File: src/rtl/sdram_slot_sched_if.sv
// Client-side request/response bundle for the SDRAM slot scheduler.
// A request transfers on the cycle where valid && ready are both high; fields are held while valid && !ready.
interface sdram_slot_sched_if #(parameter int ADDR_W = 25);
  logic              a_valid;
  logic              a_ready;
  logic              a_we;
  logic [ADDR_W-1:0] a_addr;
  logic [7:0]        a_wdata;
  logic              a_rsp_valid;
  logic [7:0]        a_rsp_rdata;
  logic              b_valid;
  logic              b_ready;
  logic              b_we;
  logic [ADDR_W-1:0] b_addr;
  logic [7:0]        b_wdata;
  logic              b_rsp_valid;
  logic [7:0]        b_rsp_rdata;

  modport master (
    output a_valid, a_we, a_addr, a_wdata, b_valid, b_we, b_addr, b_wdata,
    input  a_ready, a_rsp_valid, a_rsp_rdata, b_ready, b_rsp_valid, b_rsp_rdata
  );

  modport slave (
    input  a_valid, a_we, a_addr, a_wdata, b_valid, b_we, b_addr, b_wdata,
    output a_ready, a_rsp_valid, a_rsp_rdata, b_ready, b_rsp_valid, b_rsp_rdata
  );
endinterface

File: src/rtl/sdram_slot_sched.sv
// Slot scheduler in front of the dual-port byte SDRAM controller: clkref/init generation,
// A/B slot loading on 16-cycle phase boundaries, and forced idle slots for auto-refresh.
module sdram_slot_sched #(
  parameter int ADDR_W         = 25,
  parameter int INIT_HOLD      = 16,
  parameter int INIT_WAIT      = 320,
  parameter int MAX_BUSY_SLOTS = 16
) (
  input  logic                                  clk,
  input  logic                                  resetn,
  sdram_slot_sched_if.slave                     cl,
  output logic                                  clkref,
  output logic                                  sd_init,
  output logic                                  oeA,
  output logic                                  weA,
  output logic [ADDR_W-1:0]                     addrA,
  output logic [7:0]                            dinA,
  input  logic [7:0]                            doutA,
  output logic                                  oeB,
  output logic                                  weB,
  output logic [ADDR_W-1:0]                     addrB,
  output logic [7:0]                            dinB,
  input  logic [7:0]                            doutB,
  output logic [3:0]                            dbg_ph,
  output logic [$clog2(MAX_BUSY_SLOTS+1)-1:0]   dbg_busy_cnt
);
  localparam int IW = $clog2(INIT_WAIT + 1);
  localparam int BW = $clog2(MAX_BUSY_SLOTS + 1);
  localparam logic [IW-1:0] INIT_WAIT_C = IW'(INIT_WAIT);
  localparam logic [IW-1:0] INIT_HOLD_C = IW'(INIT_HOLD);
  localparam logic [BW-1:0] MAX_BUSY_C  = BW'(MAX_BUSY_SLOTS);

  logic [3:0]    ph;
  logic [IW-1:0] init_cnt;
  logic [BW-1:0] busy_cnt;
  logic          init_done;
  logic          force_idle;
  logic          a_bnd, b_bnd;
  logic          a_load, b_load;
  logic          a_act, b_act;

  always_ff @(posedge clk) begin
    if (!resetn) ph <= 4'hF;
    else         ph <= ph + 4'd1;
  end

  // clkref comes straight from a flop bit so the controller sees a glitch-free reference.
  assign clkref = ~ph[3];

  always_ff @(posedge clk) begin
    if (!resetn)                    init_cnt <= '0;
    else if (init_cnt != INIT_WAIT_C) init_cnt <= init_cnt + IW'(1);
  end

  assign sd_init    = (init_cnt < INIT_HOLD_C);
  assign init_done  = (init_cnt == INIT_WAIT_C);
  assign force_idle = (busy_cnt == MAX_BUSY_C);

  assign a_bnd  = (ph == 4'd15);
  assign b_bnd  = (ph == 4'd7);
  assign a_load = a_bnd && init_done && !force_idle && cl.a_valid;
  assign b_load = b_bnd && init_done && !force_idle && cl.b_valid;

  assign cl.a_ready = a_load;
  assign cl.b_ready = b_load;

  // Every boundary either extends the busy run or, when nothing is loaded, lets the controller refresh.
  always_ff @(posedge clk) begin
    if (!resetn)              busy_cnt <= '0;
    else if (a_bnd || b_bnd)  busy_cnt <= (a_load || b_load) ? busy_cnt + BW'(1) : '0;
  end

  always_ff @(posedge clk) begin
    if (!resetn) begin
      oeA <= 1'b0; weA <= 1'b0; addrA <= '0; dinA <= '0; a_act <= 1'b0;
      cl.a_rsp_valid <= 1'b0; cl.a_rsp_rdata <= '0;
    end else begin
      if (a_load) begin
        oeA <= ~cl.a_we; weA <= cl.a_we; addrA <= cl.a_addr; dinA <= cl.a_wdata; a_act <= 1'b1;
      end else if (a_bnd) begin
        oeA <= 1'b0; weA <= 1'b0; a_act <= 1'b0;
      end
      // A slot completes at the edge ending ph 7; read data is taken from the controller then.
      cl.a_rsp_valid <= b_bnd && a_act;
      if (b_bnd && a_act && oeA) cl.a_rsp_rdata <= doutA;
    end
  end

  always_ff @(posedge clk) begin
    if (!resetn) begin
      oeB <= 1'b0; weB <= 1'b0; addrB <= '0; dinB <= '0; b_act <= 1'b0;
      cl.b_rsp_valid <= 1'b0; cl.b_rsp_rdata <= '0;
    end else begin
      if (b_load) begin
        oeB <= ~cl.b_we; weB <= cl.b_we; addrB <= cl.b_addr; dinB <= cl.b_wdata; b_act <= 1'b1;
      end else if (b_bnd) begin
        oeB <= 1'b0; weB <= 1'b0; b_act <= 1'b0;
      end
      cl.b_rsp_valid <= a_bnd && b_act;
      if (a_bnd && b_act && oeB) cl.b_rsp_rdata <= doutB;
    end
  end

  assign dbg_ph       = ph;
  assign dbg_busy_cnt = busy_cnt;
endmodule

File: src/flat_wrapper.sv
// flat-port wrapper written by rule: the top's interface ports become plain ports
module sdram_slot_sched_flat 
#(
  parameter int ADDR_W         = 25,
  parameter int INIT_HOLD      = 16,
  parameter int INIT_WAIT      = 320,
  parameter int MAX_BUSY_SLOTS = 16
)
  (clk, resetn, clkref, sd_init, oeA, weA, addrA, dinA, doutA, oeB, weB, addrB, dinB, doutB, dbg_ph, dbg_busy_cnt, cl_a_valid, cl_a_we, cl_a_addr, cl_a_wdata, cl_b_valid, cl_b_we, cl_b_addr, cl_b_wdata, cl_a_ready, cl_a_rsp_valid, cl_a_rsp_rdata, cl_b_ready, cl_b_rsp_valid, cl_b_rsp_rdata);
  sdram_slot_sched_if #(.ADDR_W(ADDR_W)) cl_i ();
  input  logic clk;
  input  logic resetn;
  output logic clkref;
  output logic sd_init;
  output logic oeA;
  output logic weA;
  output logic [ADDR_W-1:0] addrA;
  output logic [7:0] dinA;
  input  logic [7:0] doutA;
  output logic oeB;
  output logic weB;
  output logic [ADDR_W-1:0] addrB;
  output logic [7:0] dinB;
  input  logic [7:0] doutB;
  output logic [3:0] dbg_ph;
  output logic [$clog2(MAX_BUSY_SLOTS+1)-1:0] dbg_busy_cnt;
  input wire logic [$bits(cl_i.a_valid)-1:0] cl_a_valid;
  input wire logic [$bits(cl_i.a_we)-1:0] cl_a_we;
  input wire logic [$bits(cl_i.a_addr)-1:0] cl_a_addr;
  input wire logic [$bits(cl_i.a_wdata)-1:0] cl_a_wdata;
  input wire logic [$bits(cl_i.b_valid)-1:0] cl_b_valid;
  input wire logic [$bits(cl_i.b_we)-1:0] cl_b_we;
  input wire logic [$bits(cl_i.b_addr)-1:0] cl_b_addr;
  input wire logic [$bits(cl_i.b_wdata)-1:0] cl_b_wdata;
  output wire logic [$bits(cl_i.a_ready)-1:0] cl_a_ready;
  output wire logic [$bits(cl_i.a_rsp_valid)-1:0] cl_a_rsp_valid;
  output wire logic [$bits(cl_i.a_rsp_rdata)-1:0] cl_a_rsp_rdata;
  output wire logic [$bits(cl_i.b_ready)-1:0] cl_b_ready;
  output wire logic [$bits(cl_i.b_rsp_valid)-1:0] cl_b_rsp_valid;
  output wire logic [$bits(cl_i.b_rsp_rdata)-1:0] cl_b_rsp_rdata;
  assign cl_i.a_valid = cl_a_valid;
  assign cl_i.a_we = cl_a_we;
  assign cl_i.a_addr = cl_a_addr;
  assign cl_i.a_wdata = cl_a_wdata;
  assign cl_i.b_valid = cl_b_valid;
  assign cl_i.b_we = cl_b_we;
  assign cl_i.b_addr = cl_b_addr;
  assign cl_i.b_wdata = cl_b_wdata;
  assign cl_a_ready = cl_i.a_ready;
  assign cl_a_rsp_valid = cl_i.a_rsp_valid;
  assign cl_a_rsp_rdata = cl_i.a_rsp_rdata;
  assign cl_b_ready = cl_i.b_ready;
  assign cl_b_rsp_valid = cl_i.b_rsp_valid;
  assign cl_b_rsp_rdata = cl_i.b_rsp_rdata;
  sdram_slot_sched #(.ADDR_W(ADDR_W), .INIT_HOLD(INIT_HOLD), .INIT_WAIT(INIT_WAIT), .MAX_BUSY_SLOTS(MAX_BUSY_SLOTS)) u_core (.clk(clk), .resetn(resetn), .cl(cl_i), .clkref(clkref), .sd_init(sd_init), .oeA(oeA), .weA(weA), .addrA(addrA), .dinA(dinA), .doutA(doutA), .oeB(oeB), .weB(weB), .addrB(addrB), .dinB(dinB), .doutB(doutB), .dbg_ph(dbg_ph), .dbg_busy_cnt(dbg_busy_cnt));
endmodule
File: config.mk
export PLATFORM = sky130hd
export DESIGN_NAME = sdram_slot_sched_flat
export DESIGN_NICKNAME = d
export VERILOG_FILES = /design/src/rtl/sdram_slot_sched_if.sv /design/src/rtl/sdram_slot_sched.sv /design/src/flat_wrapper.sv
export SDC_FILE = /design/constraint.sdc
export NUM_CORES = 1
export LEC_CHECK = 0
export ABC_AREA = 1
export BUFFER_PORTS_ARGS = -buffer_cell sky130_fd_sc_hd__buf_4
export CAP_MARGIN = 20
export CORE_ASPECT_RATIO = 0.5
export CORE_MARGIN = 1.5
export CORE_UTILIZATION = 41
export DETAILED_ROUTE_END_ITERATION = 10
export GPL_TIMING_DRIVEN = 0
export HOLD_SLACK_MARGIN = 0.05
export PLACE_DENSITY_LB_ADDON = 0.1
export SETUP_SLACK_MARGIN = 0.4
export SYNTH_ARGS = -nofsm -noshare
export SYNTH_HDL_FRONTEND = slang
export SYNTH_SLANG_ARGS = --single-unit
File: constraint.sdc
create_clock -name clk -period 1.6 [get_ports clk]
set_input_delay 0 -clock clk [delete_from_list [all_inputs] [get_ports clk]]
set_output_delay 0 -clock clk [all_outputs]
set_load 0.03 [all_outputs]
# [After elaboration in Yosys (flattened, before gate mapping)]
# Index checks and enable logic that the tools add are counted.
[classes] n_addsub=3 magnitude_cmp=1 eq_ne=5 n_mux=9 bitwise=3 reduce_logical=15
[ops] operator="logical AND 1 bit" count=10
[ops] operator="adder 9 x 1 -> 9 bit, second input constant" count=1
[ops] operator="equality test 9 bit, second input constant" count=1
[ops] operator="less-than comparator 9 x 5 -> 1 bit, second input constant" count=1
[ops] operator="!= test 9 bit, second input constant" count=1
[ops] operator="two-way mux 1 bit" count=8
[ops] operator="adder 5 x 1 -> 5 bit, second input constant" count=1
[ops] operator="equality test 5 bit, second input constant" count=1
[ops] operator="two-way mux 5 bit" count=1
[ops] operator="adder 4 x 1 -> 4 bit, second input constant" count=1
[ops] operator="equality test 4 x 3 -> 1 bit, second input constant" count=1
[ops] operator="equality test 4 bit, second input constant" count=1
[ops] operator="nonzero test 2 bit" count=2
[ops] operator="inverter 1 bit" count=3
[ops] operator="logical OR 1 bit" count=2
[ops] operator="zero test 1 bit" count=1
[totals] regBits=108 in_bits=88 output_inout_bits=101 wordCells=53

# [Depth between registers and ports, before layout]
# Gate-level depths: netlist of run 1.
[logic_depth] depth_word=6 mapped_depth=11 ltp_nobuf=10

# [Worst setup path before layout of run 1]
# OpenSTA, ideal clock, no wires.
[synth_timing] path_kind="reg2reg" from="reg u_core.ph[0], in the netlist u_core.dbg_ph[0]" to="reg u_core.addrA[19]" setup_ps=64 t_arrival_ps=1747 t_required_ps=1536 slack_ps=-211 stages_incl_launch_ff=11 n_path_buf=1 period_less_slack_ps=1811 path_cell_list="dfxtp_1 -> ha_1 -> nand2_2 -> clkinv_2 -> nand2_2 -> nor2_2 -> nand3_4 -> clkinv_2 -> buf_6 -> nor2_1 -> nor2_1"
[synth_via] elab_chain_len=4
[synth_rtl] item="from (decl)" line_no="sdram_slot_sched.sv:33" source="logic [3:0] ph;"
[synth_rtl] item="from (signal assigned)" line_no="sdram_slot_sched.sv:44" source="else ph <= ph + 4'd1;"
[synth_rtl] item="equality test 4 bit" line_no="sdram_slot_sched.sv:59" source="assign a_bnd = (ph == 4'd15);"
[synth_rtl] item="logical AND 1 bit (3 in a row)" line_no="sdram_slot_sched.sv:61" source="assign a_load = a_bnd && init_done && !force_idle && cl.a_valid;"
[synth_rtl] item="net cl_a_ready" line_no="flat_wrapper.sv:35" source="output wire logic [$bits(cl_i.a_ready)-1:0] cl_a_ready;"
[synth_rtl] item="to (signal assigned)" line_no="sdram_slot_sched.sv:75" source="oeA <= 1'b0; weA <= 1'b0; addrA <= '0; dinA <= '0; a_act <= 1'b0;"
[synth_rtl] item="to (signal assigned)" line_no="sdram_slot_sched.sv:79" source="oeA <= ~cl.a_we; weA <= cl.a_we; addrA <= cl.a_addr; dinA <= cl.a_wdata; a_act <= 1'b1;"
[synth_rtl] item="to (decl)" line_no="sdram_slot_sched.sv:16" source="output logic [ADDR_W-1:0] addrA,"
# The timed path passes the listed nets, and every way through them passes these cells.
# A chain may end at the register's enable or synchronous reset.

# [Worst setup path in the final report of run 1]
[layout_timing] from="reg u_core.init_cnt[1]" to="out cl_b_ready"
[layout_via] elab_chain_len=4
[layout_rtl] item="from (decl)" line_no="sdram_slot_sched.sv:34" source="logic [IW-1:0] init_cnt;"
[layout_rtl] item="from (signal assigned)" line_no="sdram_slot_sched.sv:52" source="else if (init_cnt != INIT_WAIT_C) init_cnt <= init_cnt + IW'(1);"
[layout_rtl] item="equality test 9 bit" line_no="sdram_slot_sched.sv:56" source="assign init_done = (init_cnt == INIT_WAIT_C);"
[layout_rtl] item="logical AND 1 bit (3 in a row)" line_no="sdram_slot_sched.sv:62" source="assign b_load = b_bnd && init_done && !force_idle && cl.b_valid;"
[layout_rtl] item="to (decl)" line_no="flat_wrapper.sv:38" source="output wire logic [$bits(cl_i.b_ready)-1:0] cl_b_ready;"
# No other way between the ends.

==> results of run 1 <==
[cell families after synthesis]
kind of cell | after synthesis | synth area share
DFF | 108 | 0.545
adders and majority gates | 5 | 0.0158
AOI/OAI and AO/OA | 104 | 0.131
and+or+nand+nor | 235 | 0.244
buffers and inverters | 50 | 0.0577
xor gates and xnor gates | 3 | 0.00662
[cell usage in the layout (no fill, tap or decap), drive strengths merged]
cell type and n:
nand3 9, dfxtp 108, or2 1, ha 5, nand3b 1, nor3 6
xor2 2, clkinv 6, a21oi 15, xnor2 1, nor3b 2, buf 233
nor4 1, clkbuf 28, inv 22, nand4 4, nor2 181, dlygate4sd3 84
bufinv 2, o21ai 89, nand2 30
[synthesized netlist by cell type (2+ instances only)]
library cell / instances
o21ai_1: 29
o21ai_0: 60
inv_1: 23
nor2_2: 2
nand3_1: 7
nor3_1: 6
nand3_4: 2
xor2_1: 2
nand2_1: 28
ha_1: 5
nor2_1: 178
a21oi_1: 15
dfxtp_1: 108
clkbuf_1: 12
nor3b_1: 2
buf_4: 3
buf_2: 4
nand4_1: 4
nand2_2: 2
clkinv_2: 2
inv_2: 2
buf_6: 3
[timing repair]
item	4_1_cts	5_1_grt
hold buffers	84	0
resized for setup	128	95
pin swaps	7	23
buffers inserted	21	11
hold endpoints to repair	86	0
endpoints found under the setup margin	102	104
cloned	2	4
[layout make-up]
cell class	instances	area, µm²	share of cell area
clock inverters	3	65.1	0.00824
multi-input cells	347	2110	0.267
inverters	27	146	0.0185
well taps	135	169	0.0214
repair buffers	309	2690	0.340
flip-flops and latches	108	2190	0.277
clock buffers	13	283	0.0358
plain buffers	23	253	0.0320
[state kept, by name (all words and copies together), names as in the netlist, 4 cells and up]
name                   flops
u_core.addrA              25
u_core.addrB              25
u_core.init_cnt            9
u_core.dbg_ph              4
u_core.dinA                8
u_core.dbg_busy_cnt        5
u_core.cl.a_rsp_rdata      8
u_core.dinB                8
u_core.cl.b_rsp_rdata      8
[per-layer routing]
layer | GRT usage | vias up | wire, µm
met5 | 0 | - | 0
met4 | 0.0630 | 0 | 309
met3 | 0.0735 | 31 | 832
met2 | 0.453 | 143 | 7410
met1 | 0.282 | 2161 | 5700
li1 | - | 2270 | -
[path summary, 6_finish.rpt]
check                          endpoint          startpoint
hold / removal    u_core.cl.b_rsp_valid              resetn
setup reg to reg     u_core.init_cnt[6]  u_core.init_cnt[1]
hold reg to reg              u_core.weA          u_core.weA
setup / recovery             cl_b_ready  u_core.init_cnt[1]
[where the power goes]
group | switching, W | internal [W]
clock network | 0.000976 | 0.00156
registers | 0.0000356 | 0.00272
logic | 0.000381 | 0.000483
[worst reg2reg max path, stage by stage, from the launching register on]
cell and delay (ns):
dfxtp_2 0.34, buf_6 0.11, buf_6 0.10, buf_6 0.10
buf_6 0.10, buf_6 0.11, ha_4 0.16, nand2_2 0.08
inv_2 0.05, nand2_4 0.07, buf_6 0.11, nor2_4 0.03
nor2_1 0.10, nor3_1 0.05
[per-stage QoR]
stage / area [µm²] / hold WS, ns / setup WS, ns / setup TNS, ns
finish: 7900 / 0.187 / -0.0734 / -1.13
detailed placement: 5670 / 0.240 / -0.140 / -3.65
global placement: 5670 / 0.233 / -0.0976 / -2.38
global route: 7900 / 0.216 / -0.128 / -5.14
floorplan: 4090 / 0.143 / 0.143 / 0
CTS: 7390 / 0.171 / -0.0570 / -0.739
==> results.cfg, run 1 <==
[status]
status = finished, violations left
violations = negative setup slack

[synth]
syn_area_um2 = 3970
synth_top_cell_area_share = 0.545
synth.distinct_cells = 28
synthArstFlopShare = 0
yosys_register_bits = 108
netlist_instances = 505
synth-seq-area-share = 0.545
syn_nets = 598
synth-edff-count = 0
synth_ff_type = dfxtp_1
yosys-top-cells-area = dfxtp_1 (54%), nor2_1 (17%), o21ai_0 (7.6%)
synth_top_cell_by_area = dfxtp_1
syn_avg_cell_area_um2 = 7.86
yosys_warnings = 0

[setup_path]
crit_path_max_fanout = 3
path_depth = 10
cp_slowest_cell = dfxtp_2
worstPathArrival_ns = 1.67
end_kind = primary output
crit_type = reg -> out
cp_num_buf_inv = 5
path_cells = inv_2 -> ha_4 -> nand2_2 -> inv_2 -> nand2_2 -> nor2_4 -> nand3_4 -> clkinv_4 -> buf_8 -> buf_6
max_stage_delay_ns = 0.34
cp-start-kind = register
ff2ff_path_depth = 13
critPathTopFamily = buffers and inverters
critPathRequiredTime_ns = 1.60
ff2ff_setup_slack_ns = -0.05

[placed_design]
port_buffers = 187
hpwl_um = 7780
dp_cells = 827
routabilityCongestion = 0.776

[global_route]
antenna_found_initial = 0
overflow = 0
grt_max_degree = 18
grt_use_total = 0.245
grt_pass1_vias = 4222
grt_pass1_wl_um = 19900

[route]
vias = 4605
postRouteAntennaNets = 0
drt_iter0_drc = 159
avgRoutedWirePerCell_um = 14.8
via_per_inst = 4.77
detail_route.wirelength_um = 14300
drc_errors = 0
drtPass1Iterations = 4

[finish]
area_growth_pct = 98.9
final_util = 0.839
antenna_cells = 0
num-fill-cells = 540
final_layout_size_suffix_gt1_frac = 0.464
stdcell_count = 965
fin_nets = 918

[clock_network]
cts_tree = done
cts_root_buffer = clkbuf_16
clock_latency_ns = 0.34
cts_buffers = 9
clk_pin_slew_ns = 0.07
cts_max_level = 3
cts_sinks = 108
clk_path_buf_depth = 2

[sta]
setup_ws_ns = -0.0734
max_slew_margin = 0.507
fin_crit_ns = 1.67
max_freq_mhz = 598
tightest_slew_ns = 0.739
maxSlewViolCount = 0
min_period_over_period = 1.05
final_hold_viol_count = 0
grt_setup_unrepaired = yes
clock_skew_ns = 0.00627
setup-violations-final = 53

[power_and_ir_drop]
p_total_w = 0.00615
max-vdd-ir-drop_v = 0.000686
pwr_density_cell_nw_per_um2 = 779
leakagePower_nw = 3.44

[floorplan]
core_area_um2 = 9420
start_util = 0.422
ios = 189
num_rows = 25
design.die.area_um2 = 10300
die_y_um = 72.6
die_x_um = 142

[worst_hold_path]
hold_path_depth = 3
holdCritPathClass = in -> reg

[job]
maxCapViolCount = 0
No activity file was read; power rests on OpenSTA's default activity.
==> inputs of run 2 (changes only) <==
==> constraint.sdc (replaced) <==
create_clock -name clk -period 1.6 [get_ports clk]
set_input_delay 0.08 -clock clk [delete_from_list [all_inputs] [get_ports clk]]
set_output_delay 0.08 -clock clk [all_outputs]
set_load 0.03 [all_outputs]
==> run 2 against run 1 <==
  * The run still ends with negative setup slack left
  * Worst setup slack got worse by 0.087 ns
  * Count of clock-buffer cells in the layout fell by 2
  * Power fell by 6.6%
  * Die area did not move
  * Routed wire length fell by 4.6%
  * Register-to-register slack got worse by 0.02 ns
  * Final area fell by 5.1%
  * First-iteration DRC count rose by 20%
  * Sequential share of layout area rose by 1.5 points
  * Maximum frequency fell by 5.0%
  * Core utilization fell by 4.3 points
  * Critical path type unchanged
  * Largest cell class unchanged
==> results.cfg, run 2 (same netlist as run 1, synthesis figures left out) <==
[route]
postRouteAntennaNets = 0
drt_iter0_drc = 191
drtPass1Iterations = 4
avgRoutedWirePerCell_um = 14.2
detail_route.wirelength_um = 13600
drc_errors = 0
via_per_inst = 4.71
vias = 4498

[setup_path]
critPathRequiredTime_ns = 1.52
max_stage_delay_ns = 0.34
crit_type = reg -> out
ff2ff_path_depth = 11
crit_path_max_fanout = 3
rr_startpoint = u_core.init_cnt[1]
worstPathArrival_ns = 1.68
path_cells = inv_2 -> ha_4 -> nand2_2 -> inv_2 -> nand2_2 -> nor2_4 -> nand3_4 -> clkinv_4 -> buf_8 -> buf_6
cp_slowest_cell = dfxtp_2
reg2reg_to = u_core.addrB[21]
cp-start-kind = register
ff2ff_setup_slack_ns = -0.07
end_kind = primary output

[power_and_ir_drop]
intPower_w = 0.00437
p_comb_frac = 0.134
leakagePower_nw = 3.26
max-vdd-ir-drop_v = 0.000588
switching_share = 0.240
pwr_density_cell_nw_per_um2 = 767
pwr-share-seq = 0.479
p_switching_w = 0.00138
pwr-share-clk = 0.387

[sta]
setup_ws_ns = -0.161
whs_ns = 0.309
final_hold_viol_count = 0
maxSlewViolCount = 0
fin_tns_setup_ns = -2.01
clock_skew_ns = 0.00924
fin_crit_ns = 1.76
max_slew_margin = 0.518
min_period_over_period = 1.10
grt_setup_unrepaired = yes
tightest_slew_ns = 0.723
setup-violations-final = 59
max_freq_mhz = 568

[job]
maxCapViolCount = 0

[finish]
design_area_um2 = 7490
stdcell_count = 955
final_util = 0.796
final_layout_size_suffix_gt1_frac = 0.428
area_growth_pct = 88.8
fin_nets = 908
final_cell_mix = buf_4 (199), nor2_1 (156), dfxtp_1 (97)
mostFrequentLayoutCell = buf_4
antenna_cells = 0
top_regs = u_core.addrA (25), u_core.addrB (25), u_core.init_cnt (9)

[clock_network]
cts_sinks = 108
cts_buffers = 9
cts_max_level = 3
clock_latency_ns = 0.35
clk_path_buf_depth = 2
cts_root_buffer = clkbuf_16
clk_pin_slew_ns = 0.07
cts_tree = done

[floorplan]
design.die.area_um2 = 10300
num_rows = 25
ios = 189
die_y_um = 72.6
die_x_um = 142
start_util = 0.422
core_area_um2 = 9420

[global_route]
grt_pass1_vias = 4173
use_met1 = 0.286
grt_pass1_wl_um = 19800
grt_use_total = 0.245
grt.met3_usage = 0.0643
overflow = 0
grt_max_degree = 18
top_usage_layer = met2
use_met2 = 0.450
antenna_found_initial = 0

[status]
status = finished, violations left
violations = negative setup slack

[placed_design]
dp_cells = 827
hpwl_um = 7730
routabilityCongestion = 0.766
place_area_um2 = 5670
port_buffers = 187

[worst_hold_path]
min_from = resetn
holdCritPathClass = in -> reg
min_to = u_core.cl.b_rsp_valid
hold_path_depth = 3
run 2: worst max-delay path: cells and delay by family (launching register included):
| kind | cells | cell delay, ns |
|---|---|---|
| buffers and inverters | 5 | 0.44 |
| flip-flops | 1 | 0.34 |
| adder cells (fa/ha/maj) | 1 | 0.14 |
| AND/OR/NAND/NOR | 4 | 0.41 |
run 2: how the worst max path moves through the flow:
stage | from | to | slack [ns] | depth (start not counted)
finish | u_core.init_cnt[1] | cl_a_ready | -0.16 | 10
detailed placement | u_core.init_cnt[0] | u_core.addrB[7] | -0.10 | 11
CTS | u_core.init_cnt[0] | cl_b_ready | -0.13 | 10
floorplan | u_core.dbg_ph[1] | u_core.addrA[19] | 0.14 | 10
global route | u_core.init_cnt[1] | cl_a_ready | -0.24 | 10
global placement | u_core.init_cnt[0] | u_core.addrB[9] | -0.08 | 11
run 2: power by group through the flow:
stage | clock [W] | sequential (W) | combinational (W)
6_report | 0.00222 | 0.00275 | 0.000770
3_5_place_dp | 0 | 0.00282 | 0.000470
4_1_cts | 0.00228 | 0.00275 | 0.000675
2_1_floorplan | 0 | 0.00285 | 0.000189
5_1_grt | 0.00237 | 0.00276 | 0.000827
3_3_place_gp | 0 | 0.00282 | 0.000464
run 2: area by class of cell:
cell class	count	area (µm²)
timing repair buffer	299	2550
multi-input combinational	347	1950
inverter	27	134
fill	621	1920
clock buffer	11	233
clock inverter	5	60.1
tap	135	169
sequential	108	2190
buffer	23	208
run 2: what timing repair did:
item / in CTS / in global routing
endpoints found under the setup margin: 102 / 105
hold buffers: 84 / 0
resized for setup: 55 / 102
pin swaps: 5 / 15
cloned: 3 / 1
hold endpoints to repair: 86 / 0
buffers inserted: 15 / 9
run 2: per-stage QoR:
step	power [W]	setup WS, ns
2_1_floorplan	0.00304	0.143
3_3_place_gp	0.00328	-0.0752
3_5_place_dp	0.00329	-0.101
4_1_cts	0.00570	-0.127
5_1_grt	0.00596	-0.237
6_report	0.00575	-0.161
run 2: metal layers:
| metal | routed length (µm) | up-vias |
|---|---|---|
| li1 | - | 2244 |
| met1 | 5710 | 2116 |
| met2 | 6930 | 122 |
| met3 | 795 | 16 |
| met4 | 160 | 0 |
| met5 | 0 | - |
